## config.mk

```make
export PLATFORM = sky130hd
export DESIGN_NAME = fixed_div
export DESIGN_NICKNAME = d
export VERILOG_FILES = /design/src/rtl/fixed_div.sv
export SDC_FILE = /design/constraint.sdc
export NUM_CORES = 1
export LEC_CHECK = 0
export BUFFER_PORTS_ARGS = -buffer_cell sky130_fd_sc_hd__buf_2
export CORE_ASPECT_RATIO = 1.5
export CORE_MARGIN = 3
export CORE_UTILIZATION = 30
export CTS_BUF_LIST = sky130_fd_sc_hd__clkbuf_8
export CTS_CLUSTER_DIAMETER = 60
export DETAILED_ROUTE_END_ITERATION = 8
export GPL_ROUTABILITY_DRIVEN = 0
export SYNTH_ARGS = -nofsm -noshare
export SYNTH_HDL_FRONTEND = slang
export SYNTH_SLANG_ARGS = --single-unit
```

## constraint.sdc

```tcl
create_clock -name clk -period 3.2 [get_ports clk]
set_clock_uncertainty 0.05 [all_clocks]
set_input_delay 0.48 -clock clk [delete_from_list [all_inputs] [get_ports clk]]
set_output_delay 0.48 -clock clk [all_outputs]
set_load 0.005 [all_outputs]
```

## src/rtl/fixed_div.sv

```systemverilog
// Iterative signed fixed-point divider: restoring shift-subtract, one quotient bit per clock.
// Works on magnitudes of (a << FRAC) and b; sign, saturation and divide-by-zero are resolved in DONE.
module fixed_div #(
    parameter int BITS      = 8,
    parameter int FRAC      = 4,
    parameter     PRECISION = "FIXED_4_4"
) (
    input  logic            clk,
    input  logic            rst,
    input  logic            in_valid,
    output logic            in_ready,
    input  logic [BITS-1:0] a,
    input  logic [BITS-1:0] b,
    output logic            out_valid,
    output logic [BITS-1:0] c,
    output logic            ovf,
    output logic            dz
);

    localparam int N  = BITS + FRAC;
    localparam int CW = $clog2(N + 1);

    localparam logic [BITS-1:0] PosSat    = {1'b0, {(BITS-1){1'b1}}};
    localparam logic [BITS-1:0] NegSat    = {1'b1, {(BITS-1){1'b0}}};
    localparam logic [N-1:0]    MaxPosMag = N'(PosSat);
    localparam logic [N-1:0]    MaxNegMag = N'(NegSat);

    // PRECISION is a descriptive label only; the arithmetic is governed by BITS/FRAC.
    if (PRECISION == "") begin : g_unlabelled
    end

    typedef enum logic [1:0] {IDLE, CALC, DONE} state_t;

    state_t          state_q;
    logic [N-1:0]    dvd_q;
    logic [BITS-1:0] rem_q;
    logic [BITS-1:0] dvsr_q;
    logic [CW-1:0]   cnt_q;
    logic            neg_q;
    logic            nega_q;
    logic            zero_q;
    logic            valid_q;
    logic [BITS-1:0] c_q;
    logic            ovf_q;
    logic            dz_q;

    logic [BITS-1:0] a_mag;
    logic [BITS-1:0] b_mag;
    logic [BITS:0]   rem_sh;
    logic            fits;
    logic [BITS-1:0] rem_d;
    logic [N-1:0]    dvd_d;
    logic [BITS-1:0] res_c;
    logic            res_ovf;

    assign a_mag = a[BITS-1] ? (~a + 1'b1) : a;
    assign b_mag = b[BITS-1] ? (~b + 1'b1) : b;

    // The dividend register doubles as the quotient register: quotient bits enter at the LSB.
    assign rem_sh = {rem_q, dvd_q[N-1]};
    assign fits   = (rem_sh >= {1'b0, dvsr_q});
    assign rem_d  = BITS'(fits ? (rem_sh - {1'b0, dvsr_q}) : rem_sh);
    assign dvd_d  = {dvd_q[N-2:0], fits};

    // Apply sign and clamp; the negative range reaches one step further than the positive range.
    always_comb begin
        res_c   = '0;
        res_ovf = 1'b0;
        if (zero_q) begin
            res_c   = nega_q ? NegSat : PosSat;
            res_ovf = 1'b1;
        end else if (!neg_q) begin
            if (dvd_q > MaxPosMag) begin
                res_c   = PosSat;
                res_ovf = 1'b1;
            end else begin
                res_c = dvd_q[BITS-1:0];
            end
        end else begin
            if (dvd_q > MaxNegMag) begin
                res_c   = NegSat;
                res_ovf = 1'b1;
            end else begin
                res_c = ~dvd_q[BITS-1:0] + 1'b1;
            end
        end
    end

    always_ff @(posedge clk or posedge rst) begin
        if (rst) begin
            state_q <= IDLE;
            dvd_q   <= '0;
            rem_q   <= '0;
            dvsr_q  <= '0;
            cnt_q   <= '0;
            neg_q   <= 1'b0;
            nega_q  <= 1'b0;
            zero_q  <= 1'b0;
            valid_q <= 1'b0;
            c_q     <= '0;
            ovf_q   <= 1'b0;
            dz_q    <= 1'b0;
        end else begin
            valid_q <= 1'b0;
            case (state_q)
                IDLE: begin
                    if (in_valid) begin
                        dvd_q   <= {a_mag, {FRAC{1'b0}}};
                        rem_q   <= '0;
                        dvsr_q  <= b_mag;
                        neg_q   <= a[BITS-1] ^ b[BITS-1];
                        nega_q  <= a[BITS-1];
                        zero_q  <= (b == '0);
                        cnt_q   <= CW'(N);
                        state_q <= CALC;
                    end
                end
                CALC: begin
                    dvd_q <= dvd_d;
                    rem_q <= rem_d;
                    cnt_q <= cnt_q - 1'b1;
                    if (cnt_q == CW'(1)) begin
                        state_q <= DONE;
                    end
                end
                DONE: begin
                    valid_q <= 1'b1;
                    c_q     <= res_c;
                    ovf_q   <= res_ovf;
                    dz_q    <= zero_q;
                    state_q <= IDLE;
                end
                default: state_q <= IDLE;
            endcase
        end
    end

    assign in_ready  = (state_q == IDLE);
    assign out_valid = valid_q;
    assign c         = c_q;
    assign ovf       = ovf_q;
    assign dz        = dz_q;

endmodule
```

---- After elaboration in Yosys (flattened, before gate mapping) ----
Index checks and enable logic that the tools add are counted.
cells by class
  $add $sub $neg .......................... 5
  order comparisons ....................... 3
  equality and inequality tests ........... 5
  muxes and demuxes ....................... 22
  bitwise operators ....................... 4
  reductions and logical operators ........ 6
operators by type and width
  cell                                                                    count
  8-bit 2-to-1 mux                                                        9
  8-bit by 1-bit adder with 8-bit output (second input constant)          3
  8-bit NOT                                                               3
  12-bit one-hot mux with 2 select lines                                  1
  8-bit one-hot mux with 2 select lines                                   1
  12-bit by 7-bit > comparator with 1-bit output (second input constant)  1
  12-bit by 8-bit > comparator with 1-bit output (second input constant)  1
  12-bit 2-to-1 mux                                                       1
  9-bit by 8-bit >= comparator with 1-bit output                          1
  8-bit logical NOT                                                       1
  4-bit one-hot mux with 2 select lines                                   1
  8-bit subtractor                                                        1
  2-bit AND reduction                                                     3
  1-bit 2-to-1 mux                                                        5
  4-bit by 1-bit == test with 1-bit output (second input constant)        1
  2-bit 2-to-1 mux                                                        2
  4-bit 2-to-1 mux                                                        1
  2-bit inequality test (second input constant)                           2
  2-bit one-hot mux with 2 select lines                                   1
  4-bit by 1-bit subtractor with 4-bit output (second input constant)     1
  2-bit by 1-bit == test with 1-bit output (second input constant)        1
  2-bit == test (second input constant)                                   1
  2-bit logical NOT                                                       1
  2-bit nonzero test                                                      1
  1-bit bitwise XOR                                                       1
storage, ports and cells
  bits in registers ....................... 48
  bits of input ports ..................... 19
  output and inout bits ................... 12
  word-level logic and storage cells ...... 57

---- Longest topological paths before layout ----
Gate-level depths: netlist (run 1).
  depth in word-level cells ............... 5
  mapped depth ............................ 8
  depth with buffers taken out ............ 8

---- Least setup slack after synthesis (run 1) ----
No wires, ideal clock.
  path kind ............................... register to register
  start ................................... reg rem_q[3]
  end ..................................... reg rem_q[1]
  setup time .............................. 0.126 ns
  data arrival time ....................... 2.027 ns
  required time ........................... 3.024 ns
  slack ................................... 0.997 ns
  stages on the path, launching flop included .. 8
  buffers on the path ..................... 1
  period minus slack after synthesis ...... 2.203 ns
  path through ............................ dfrtp_1 ha_1 and4_1 and2_1 a221oi_1 buf_2 nor3_1 a311o_1
on the way
  cells in the longest elaborated chain, start to end .. 3
ends and longest elaborated chain
  item                                            line  RTL
  start, declared                                 36    logic [BITS-1:0] rem_q;
  start signal, assigned                          120   rem_q <= rem_d;
  9-bit by 8-bit >= comparator with 1-bit output  61    assign fits = (rem_sh >= {1'b0, dvsr_q});
  8-bit 2-to-1 mux                                62    assign rem_d = BITS'(fits ? (rem_sh - {1'b0, dvsr_q}) : rem_sh);
  8-bit one-hot mux with 2 select lines           105   case (state_q)
No other way between the ends.
A chain may end at the register's enable or synchronous reset.

---- Worst setup path in the final report (run 1) ----
  start ................................... reg dvd_q[11]
  end ..................................... reg rem_q[6]
on the way
  cells in the longest elaborated chain, start to end .. 3
  elaborated cells on any way between the ends .. 4
  classes of those cells .................. 1 x add/sub; 1 x order compare; 2 x mux
ends and longest elaborated chain
  item                                                                                       line    RTL
  start, declared                                                                            35      logic [N-1:0] dvd_q;
  start signal, assigned                                                                     108     dvd_q <= {a_mag, {FRAC{1'b0}}};
  start signal, assigned                                                                     119     dvd_q <= dvd_d;
  8-bit subtractor / 9-bit by 8-bit >= comparator with 1-bit output (equally long branches)  62, 61
  8-bit 2-to-1 mux (*)                                                                       62
  8-bit one-hot mux with 2 select lines (*)                                                  105
Mark *: on every way between the ends. The rest lies on a longest branch, timed or not.

==> results of run 1 <==
[cells in the mapped netlist, drive strengths merged (6+ instances only)]
library cell  number
nand3             12
inv               23
or3                6
nor2b              6
a21oi             18
a22oi              6
dfrtp             48
xor2              10
nand2b             7
o21ai             31
nand2             33
o31ai              6
mux2i              8
ha                13
clkbuf            17
nor2              30
[final timing paths]
check	depth (start not counted)	slack [ps]	start	to
hold / removal	2	350	rst	c[2]$_DFFE_PP0P_
min in group clk	2	350	b[6]	zero_q$_DFFE_PP0P_
setup reg to reg	8	940	dvd_q[11]$_DFFE_PP0P_	rem_q[6]$_DFFE_PP0P_
max in group asynchronous	2	2150	rst	dvd_q[10]$_DFFE_PP0P_
setup / recovery	8	940	dvd_q[11]$_DFFE_PP0P_	rem_q[6]$_DFFE_PP0P_
hold reg to reg	2	440	dvsr_q[4]$_DFFE_PP0P_	dvsr_q[4]$_DFFE_PP0P_
[worst max-delay path, stage by stage (launching register included)]
cell and delay, ps:
dfrtp_1 410, inv_1 60, ha_1 230, fa_1 400, nand2b_1 180, a21oi_1 210, mux2i_1 220, a311oi_1 100
a311o_1 280
[power groups by stage]
| stage | Clock [mW] | Combinational (mW) | Sequential, mW |
|---|---|---|---|
| floorplan | 0 | 1.40 | 1.06 |
| global placement | 0 | 1.72 | 1.15 |
| detailed placement | 0 | 1.76 | 1.16 |
| CTS | 0.473 | 1.77 | 1.14 |
| global route | 0.494 | 1.97 | 1.19 |
| finish | 0.455 | 1.74 | 1.15 |
[per-stage QoR]
| stage | worst slack, ps | cells | hold WS (ps) |
|---|---|---|---|
| after floorplan | 997 | 338 | 396 |
| after global placement | 970 | 468 | 405 |
| after detailed placement | 941 | 468 | 422 |
| after CTS | 931 | 476 | 342 |
| after global routing | 785 | 476 | 359 |
| final | 938 | 476 | 347 |
[sequential cells by signal (all words and copies together), names as in the netlist]
register   cells
state_q        2
c              8
dvd_q         12
ovf            1
dz             1
zero_q         1
neg_q          1
cnt_q          4
nega_q         1
dvsr_q         8
rem_q          8
out_valid      1
[kinds of logic (layout without fill, tap and decap cells)]
group / count (synthesis) / in the layout / share of synthesized area
simple gates: 120 / 120 / 0.200
xor+xnor: 15 / 15 / 0.0445
flops: 48 / 48 / 0.407
fa+ha+maj: 14 / 14 / 0.0618
buf+inv: 42 / 68 / 0.0563
mux: 8 / 8 / 0.0271
compound gates: 91 / 91 / 0.204
[layer usage]
metal / global-route usage / up-vias / wire length, um
met4: 0.0587 / 0 / 132
met5: 0 / - / 0
met2: 0.216 / 42 / 3400
met3: 0.0258 / 11 / 232
met1: 0.144 / 1215 / 2820
li1: - / 1243 / -
[area by class of cell]
cell class	count	area, um2
Clock buffer	5	68.8
Clock inverter	3	46.3
Fill cell	956	6080
Inverter	23	86.3
Multi-Input combinational cell	248	1590
Sequential cell	48	1200
Tap cell	112	140
Timing Repair Buffer	37	203
==> impl_metrics.toml, run 1 <==
[run_status]
status = "finished, final reports clean"

[synthesis]
synthCells = 338
avgSynthCellArea_um2 = 8.74
synth.distinct_cells = 52
synth_area_leaders = "dfrtp_1 41%, ha_1 5.5%, o21ai_0 5.1%"
synth_nets = 371
synth_top_area_share = 0.407
synth-edff-count = 0
synth.cell_area_um2 = 2950
ys_seq_area_frac = 0.407
synth_async_sr_flop_share = 1.00
synth-warning-count = 0
synth_top_flop_cell = "dfrtp_1"
yosysTopAreaCell = "dfrtp_1"
synth-seq-cells = 48

[layout]
layout_commonest_cell = "dfrtp_1"
drive_gt1_frac = 0.140
finish.instance_area_um2 = 3330
post-route-util = 0.354
n_antenna_cell = 0
nets = 396
final_cell_mix = "48 x dfrtp_1, 33 x nand2_1, 30 x nor2_1, 30 x o21ai_0, 30 x buf_2"
syn2layout_area_growth_pct = 12.8

[clock_network]
cts_root_buf = "clkbuf_8"
hold_buffers = 0
h-tree-depth = 2
cts_made_buffers = 5
insertion_delay_ps = 310
cts_setup_buffers = 0
cts.sinks = 48
clk_pin_slew_ps = 100
cts_tree = "yes"
cts-resized-gates = 0
clockBufferDepth = 2

[floorplanning]
io_pins = 31
dieArea_um2 = 11100
die_y_um = 128
row_count = 43
core_um2 = 9420
start_util = 0.314
die_w_um = 87.0

[pwr]
p_seq_frac = 0.343
power-per-cell-area_nw_per_um2 = 1000
clkPwrFrac = 0.136
p_switching_mw = 1.44
internal_power_mw = 1.91
p_comb_frac = 0.521
ir_drop_uv = 317
power_mw = 3.35
leakagePower_nw = 1.47
sw_frac_of_total = 0.429

[global_route]
grt_max_degree = 49
grt_usage = 0.125
antenna_found_initial = 0
grt_pass1_vias = 2475
overflow = 0
grt_pass1_wl_um = 11200

[drt]
antenna_left = 0
drc = 0
vias = 2511
routed_wl_um = 6590
vias_per_cell = 5.28
drt_iter0_drc = 94
wl_per_cell_um = 13.8
firstDrtPassIters = 4

[place]
post-dp-hpwl_um = 4960
placed_area_um2 = 3220
portBuffers = 30

[setup_path]
path_class = "flop to flop"
worstSetupEndpointType = "flop"
required_ps = 3340
arrival_ps = 2400
worstPathMaxFanout = 4
start_kind = "flop"

[sta]
setup_violations = 0
rsz0062_at_grt = "no"
hold_viol = 0
fmax_mhz = 442
finalCriticalPeriod_ps = 2260
fin_setup_tns_ps = 0
slew_headroom = 0.342
slew_violations = 0
worst_pin_slew_ps = 986
period_share = 0.707

[hold_path]
hold_class = "primary input to async pin"

[job]
maxCapViolCount = 0
(Power assumes the default switching activity.)
==> inputs of run 2 (changes only) <==
- clock period: 3.2 -> 1.91 ns (I/O delays scaled with it)
==> run 2 against run 1 <==
Compared with the run above:
- the run now ends with setup timing left
- clock-buffer cell count is the same
- routed wire length rose by 16%
- highest routed layer unchanged
- worst setup slack worse by 1000 ps
- clock power increased by 60%
- die area unchanged
- first-iteration DRC count grew 3.2%
- critical endpoint is now c[6]$_DFFE_PP0P_
- fmax grew 12%
==> impl_metrics.toml, run 2 (synthesis gave the netlist of run 1 again) <==
[setup_path]
worstPathMaxFanout = 2
r2r_slack_ps = -110
required_ps = 2050
path_class = "flop to flop"
crit_path_cell_trace = "inv_2, ha_4, or4b_4, nor2_4, mux2i_1, o22ai_2, a221o_1"
ff2ff_path_depth = 7
reg2reg_to = "c[6]$_DFFE_PP0P_"
arrival_ps = 2160
cpPeakStageDelay_ps = 500
slowest_stage = "or4b_4"
start_kind = "flop"
timing.rr.start = "dvd_q[1]$_DFFE_PP0P_"
worstSetupEndpointType = "flop"

[hold_path]
hold_start = "b[6]"
hold_end = "zero_q$_DFFE_PP0P_"
hold_class = "primary input to flop"
min_path_cells = 2

[clock_network]
cts_made_buffers = 5
h-tree-depth = 2
clk_pin_slew_ps = 90
cts_root_buf = "clkbuf_8"
clockBufferDepth = 2
cts.sinks = 48
cts_tree = "yes"
insertion_delay_ps = 300

[layout]
finish.instance_area_um2 = 4020
largest_reg_flops = 12
post-route-util = 0.426
layout.cells.non_filler = 530
syn2layout_area_growth_pct = 35.9
top_register = "dvd_q"
drive_gt1_frac = 0.354
layout_commonest_cell = "buf_4"
nets = 450
final_cell_mix = "57 x buf_4, 48 x dfrtp_1, 33 x nand2_1, 30 x buf_2, 25 x nor2_1"
n_antenna_cell = 0

[place]
post-dp-hpwl_um = 5760
dp.cells = 518
portBuffers = 30
pre_cts_ws_ps = -167
placed_area_um2 = 3700

[sta]
fmax_mhz = 496
rsz0062_at_grt = "yes"
hold_viol = 0
worst_pin_slew_ps = 577
finalCriticalPeriod_ps = 2020
setup_violations = 9
slew_violations = 0
whs_ps = 157
slew_headroom = 0.615
period_share = 1.06
setup_slack_ps = -106

[pwr]
power-per-cell-area_nw_per_um2 = 1910
leakagePower_nw = 1.77
ir_drop_uv = 731

[global_route]
grt_usage = 0.139
grt_max_degree = 21
grt_pass1_wl_um = 12300
antenna_found_initial = 0
overflow = 0
grt_pass1_vias = 2657

[floorplanning]
io_pins = 31
core_um2 = 9420
die_w_um = 87.0
start_util = 0.314
row_count = 43
dieArea_um2 = 11100
die_y_um = 128

[drt]
drc = 0
vias_per_cell = 5.11
vias = 2706
wl_per_cell_um = 14.5
drt_iter0_drc = 97
routed_wl_um = 7660
firstDrtPassIters = 5
antenna_left = 0

[run_status]
status = "complete, but fails checks"
violations = "setup timing"

[job]
maxCapViolCount = 0
## run 2: what timing repair did
action,4_1_cts,5_1_grt
buffers inserted,1,3
gates resized for setup,19,30
setup endpoints to repair,13,18
hold buffers,1,0
hold endpoints to repair,18,0
pin swaps,18,14
cloned,0,0
## run 2: metal layers
| metal | vias to the layer above | track usage | part of all wire |
|---|---|---|---|
| li1 | 1351 | - | - |
| met1 | 1292 | 0.160 | 0.42 |
| met2 | 47 | 0.249 | 0.53 |
| met3 | 16 | 0.0187 | 0.025 |
| met4 | 0 | 0.0606 | 0.030 |
| met5 | - | 0 | 0 |
## run 2: power breakdown
| group | total (mW) | switching, mW | internal [mW] |
|---|---|---|---|
| Clock | 0.728 | 0.344 | 0.384 |
| Combinational | 5.06 | 2.43 | 2.64 |
| Sequential | 1.87 | 0.403 | 1.47 |
| Total | 7.66 | 3.17 | 4.49 |
## run 2: final cells by class
cell class / instances / area (um2)
fill: 915 / 5400
multi-input combinational: 248 / 1860
sequential: 48 / 1200
timing repair buffer: 91 / 622
tap: 112 / 140
inverter: 23 / 86.3
clock buffer: 5 / 68.8
clock inverter: 3 / 38.8
## run 2: critical path: cells and delay by family, from the launching register on
kind | cells | cell delay (ps)
AOI/OAI and AO/OA | 2 | 410
adders and majority gates | 1 | 130
buffers and inverters | 1 | 80
DFF | 1 | 400
muxes | 1 | 240
and+or+nand+nor | 2 | 600
## run 2: worst max path at each step
stage / end / slack (ps) / start
2_1_floorplan: rem_q[6]$_DFFE_PP0P_ / -20 / dvd_q[11]$_DFFE_PP0P_
3_3_place_gp: rem_q[3]$_DFFE_PP0P_ / -200 / dvsr_q[6]$_DFFE_PP0P_
3_5_place_dp: rem_q[3]$_DFFE_PP0P_ / -170 / dvsr_q[6]$_DFFE_PP0P_
4_1_cts: c[6]$_DFFE_PP0P_ / -120 / dvd_q[1]$_DFFE_PP0P_
5_1_grt: rem_q[1]$_DFFE_PP0P_ / -160 / rem_q[3]$_DFFE_PP0P_
6_report: c[6]$_DFFE_PP0P_ / -110 / dvd_q[1]$_DFFE_PP0P_
## run 2: per-stage QoR
stage	total power, mW	TNS (ps)
2_1_floorplan	4.44	-25.9
3_3_place_gp	5.95	-952
3_5_place_dp	6.07	-1130
4_1_cts	7.05	-502
5_1_grt	8.24	-1100
6_report	7.66	-433
==> inputs of run 3 (changes only) <==
- SKIP_LAST_GASP: default -> 1
- SLEW_MARGIN: default -> 10
==> run 3 against run 2 <==
Compared with the run above:
- the run still ends with setup timing left
- design area decreased by 0.34%
- fmax about the same
- worst hold slack hardly changed
- sequential power hardly changed
- clock-buffer cell count stayed put
- non-clock buffer count unchanged
- critical path depth stayed put
- highest routed layer unchanged
==> impl_metrics.toml, run 3 (synthesis gave the netlist of run 1 again) <==
[run_status]
status = "complete, but fails checks"
violations = "setup timing"

[layout]
drive_gt1_frac = 0.352
largest_reg_flops = 12
layout_commonest_cell = "buf_4"
n_antenna_cell = 0
top_register = "dvd_q"
post-route-util = 0.425
final_cell_mix = "58 x buf_4, 48 x dfrtp_1, 33 x nand2_1, 30 x buf_2, 26 x nor2_1"
syn2layout_area_growth_pct = 35.5
nets = 450

[sta]
period_share = 1.05
setup_slack_ps = -105
setup_violations = 9
worst_pin_slew_ps = 572
finalCriticalPeriod_ps = 2010
rsz0062_at_grt = "yes"
hold_viol = 0
slew_violations = 0
fin_setup_tns_ps = -434
slew_headroom = 0.619
fmax_mhz = 496

[clock_network]
cts.sinks = 48
cts_root_buf = "clkbuf_8"
h-tree-depth = 2
clockBufferDepth = 2
cts_tree = "yes"
cts_made_buffers = 5
insertion_delay_ps = 300
clk_pin_slew_ps = 90

[pwr]
leakagePower_nw = 1.77
ir_drop_uv = 729
power-per-cell-area_nw_per_um2 = 1900

[setup_path]
arrival_ps = 2150
crit_end = "c[6]$_DFFE_PP0P_"
ff2ff_path_depth = 7
crit_path_start = "dvd_q[1]$_DFFE_PP0P_"
required_ps = 2050
start_kind = "flop"
path_class = "flop to flop"
reg2reg_to = "c[6]$_DFFE_PP0P_"
worstPathMaxFanout = 2
timing.rr.start = "dvd_q[1]$_DFFE_PP0P_"
worstSetupEndpointType = "flop"
r2r_slack_ps = -100

[global_route]
grt_pass1_vias = 2657
grt_pass1_wl_um = 12300
antenna_found_initial = 0
grt_usage = 0.139
grt_max_degree = 21
overflow = 0

[drt]
vias_per_cell = 5.09
antenna_left = 0
firstDrtPassIters = 5
vias = 2697
routed_wl_um = 7630
drt_iter0_drc = 95
drc = 0
wl_per_cell_um = 14.4

[hold_path]
hold_class = "primary input to flop"

[floorplanning]
row_count = 43
die_w_um = 87.0
die_y_um = 128
io_pins = 31
core_um2 = 9420
start_util = 0.314
dieArea_um2 = 11100

[place]
portBuffers = 30
post-dp-hpwl_um = 5760

[job]
maxCapViolCount = 0
==> run 3: changes by cell type in the layout (fill, tap and decap cells not counted) <==
cell      before  now
nor2_2         2    1
a21oi_4        4    3
a21boi_1       2    1
buf_6          3    2
a21boi_0       0    1
buf_4         57   58
nor2_1        25   26
a21oi_2        4    5
==> run 3: how the worst min path moves through the flow <==
stage / from / endpoint / slack, ps / cells after the start
floorplan: b[6] / zero_q$_DFFE_PP0P_ / 330 / 1
global placement: rst / dvd_q[2]$_DFFE_PP0P_ / 270 / 2
detailed placement: rst / c[6]$_DFFE_PP0P_ / 280 / 2
CTS: b[6] / zero_q$_DFFE_PP0P_ / 150 / 2
global route: b[6] / zero_q$_DFFE_PP0P_ / 160 / 2
finish: b[6] / zero_q$_DFFE_PP0P_ / 160 / 2
==> run 3: critical path, cell delays in order, from the launching register on <==
cell,delay [ps]
dfrtp_1,400
inv_2,80
ha_4,130
or4b_4,500
nor2_4,100
mux2i_1,240
o22ai_2,110
a221o_1,300
==> run 3: layout make-up <==
type	instances	area [um2]
Timing Repair Buffer	91	618
Clock buffer	5	68.8
Clock inverter	3	38.8
Fill cell	921	5410
Sequential cell	48	1200
Multi-Input combinational cell	248	1850
Tap cell	112	140
Inverter	23	86.3
==> run 3: power by group <==
| part | switching [mW] | internal (mW) |
|---|---|---|
| registers | 0.403 | 1.47 |
| clock network | 0.345 | 0.384 |
| logic | 2.39 | 2.60 |
==> run 3: per-stage QoR <==
step | std cells | total power, mW | instance area, um2 | hold WS (ps) | setup slack [ps]
2_1_floorplan | 338 | 4.44 | 3060 | 333 | -19.4
3_3_place_gp | 518 | 5.95 | 3700 | 268 | -198
6_report | 530 | 7.59 | 4000 | 157 | -105
3_5_place_dp | 518 | 6.07 | 3700 | 278 | -167
5_1_grt | 530 | 8.18 | 4000 | 163 | -156
4_1_cts | 527 | 7.05 | 3870 | 149 | -117
==> run 3: repair_timing <==
action | in CTS | in global routing
buffers inserted | 1 | 3
hold buffers | 1 | 0
hold endpoints to repair | 18 | 0
setup endpoints to repair | 13 | 18
pin swaps | 18 | 14
resized for setup | 19 | 26
==> run 3: metal layers <==
metal	wire, um	GRT usage	vias up
li1	-	-	1348
met1	3180	0.160	1292
met3	205	0.0187	12
met4	194	0.0606	0
met5	0	0	-
met2	4050	0.249	45
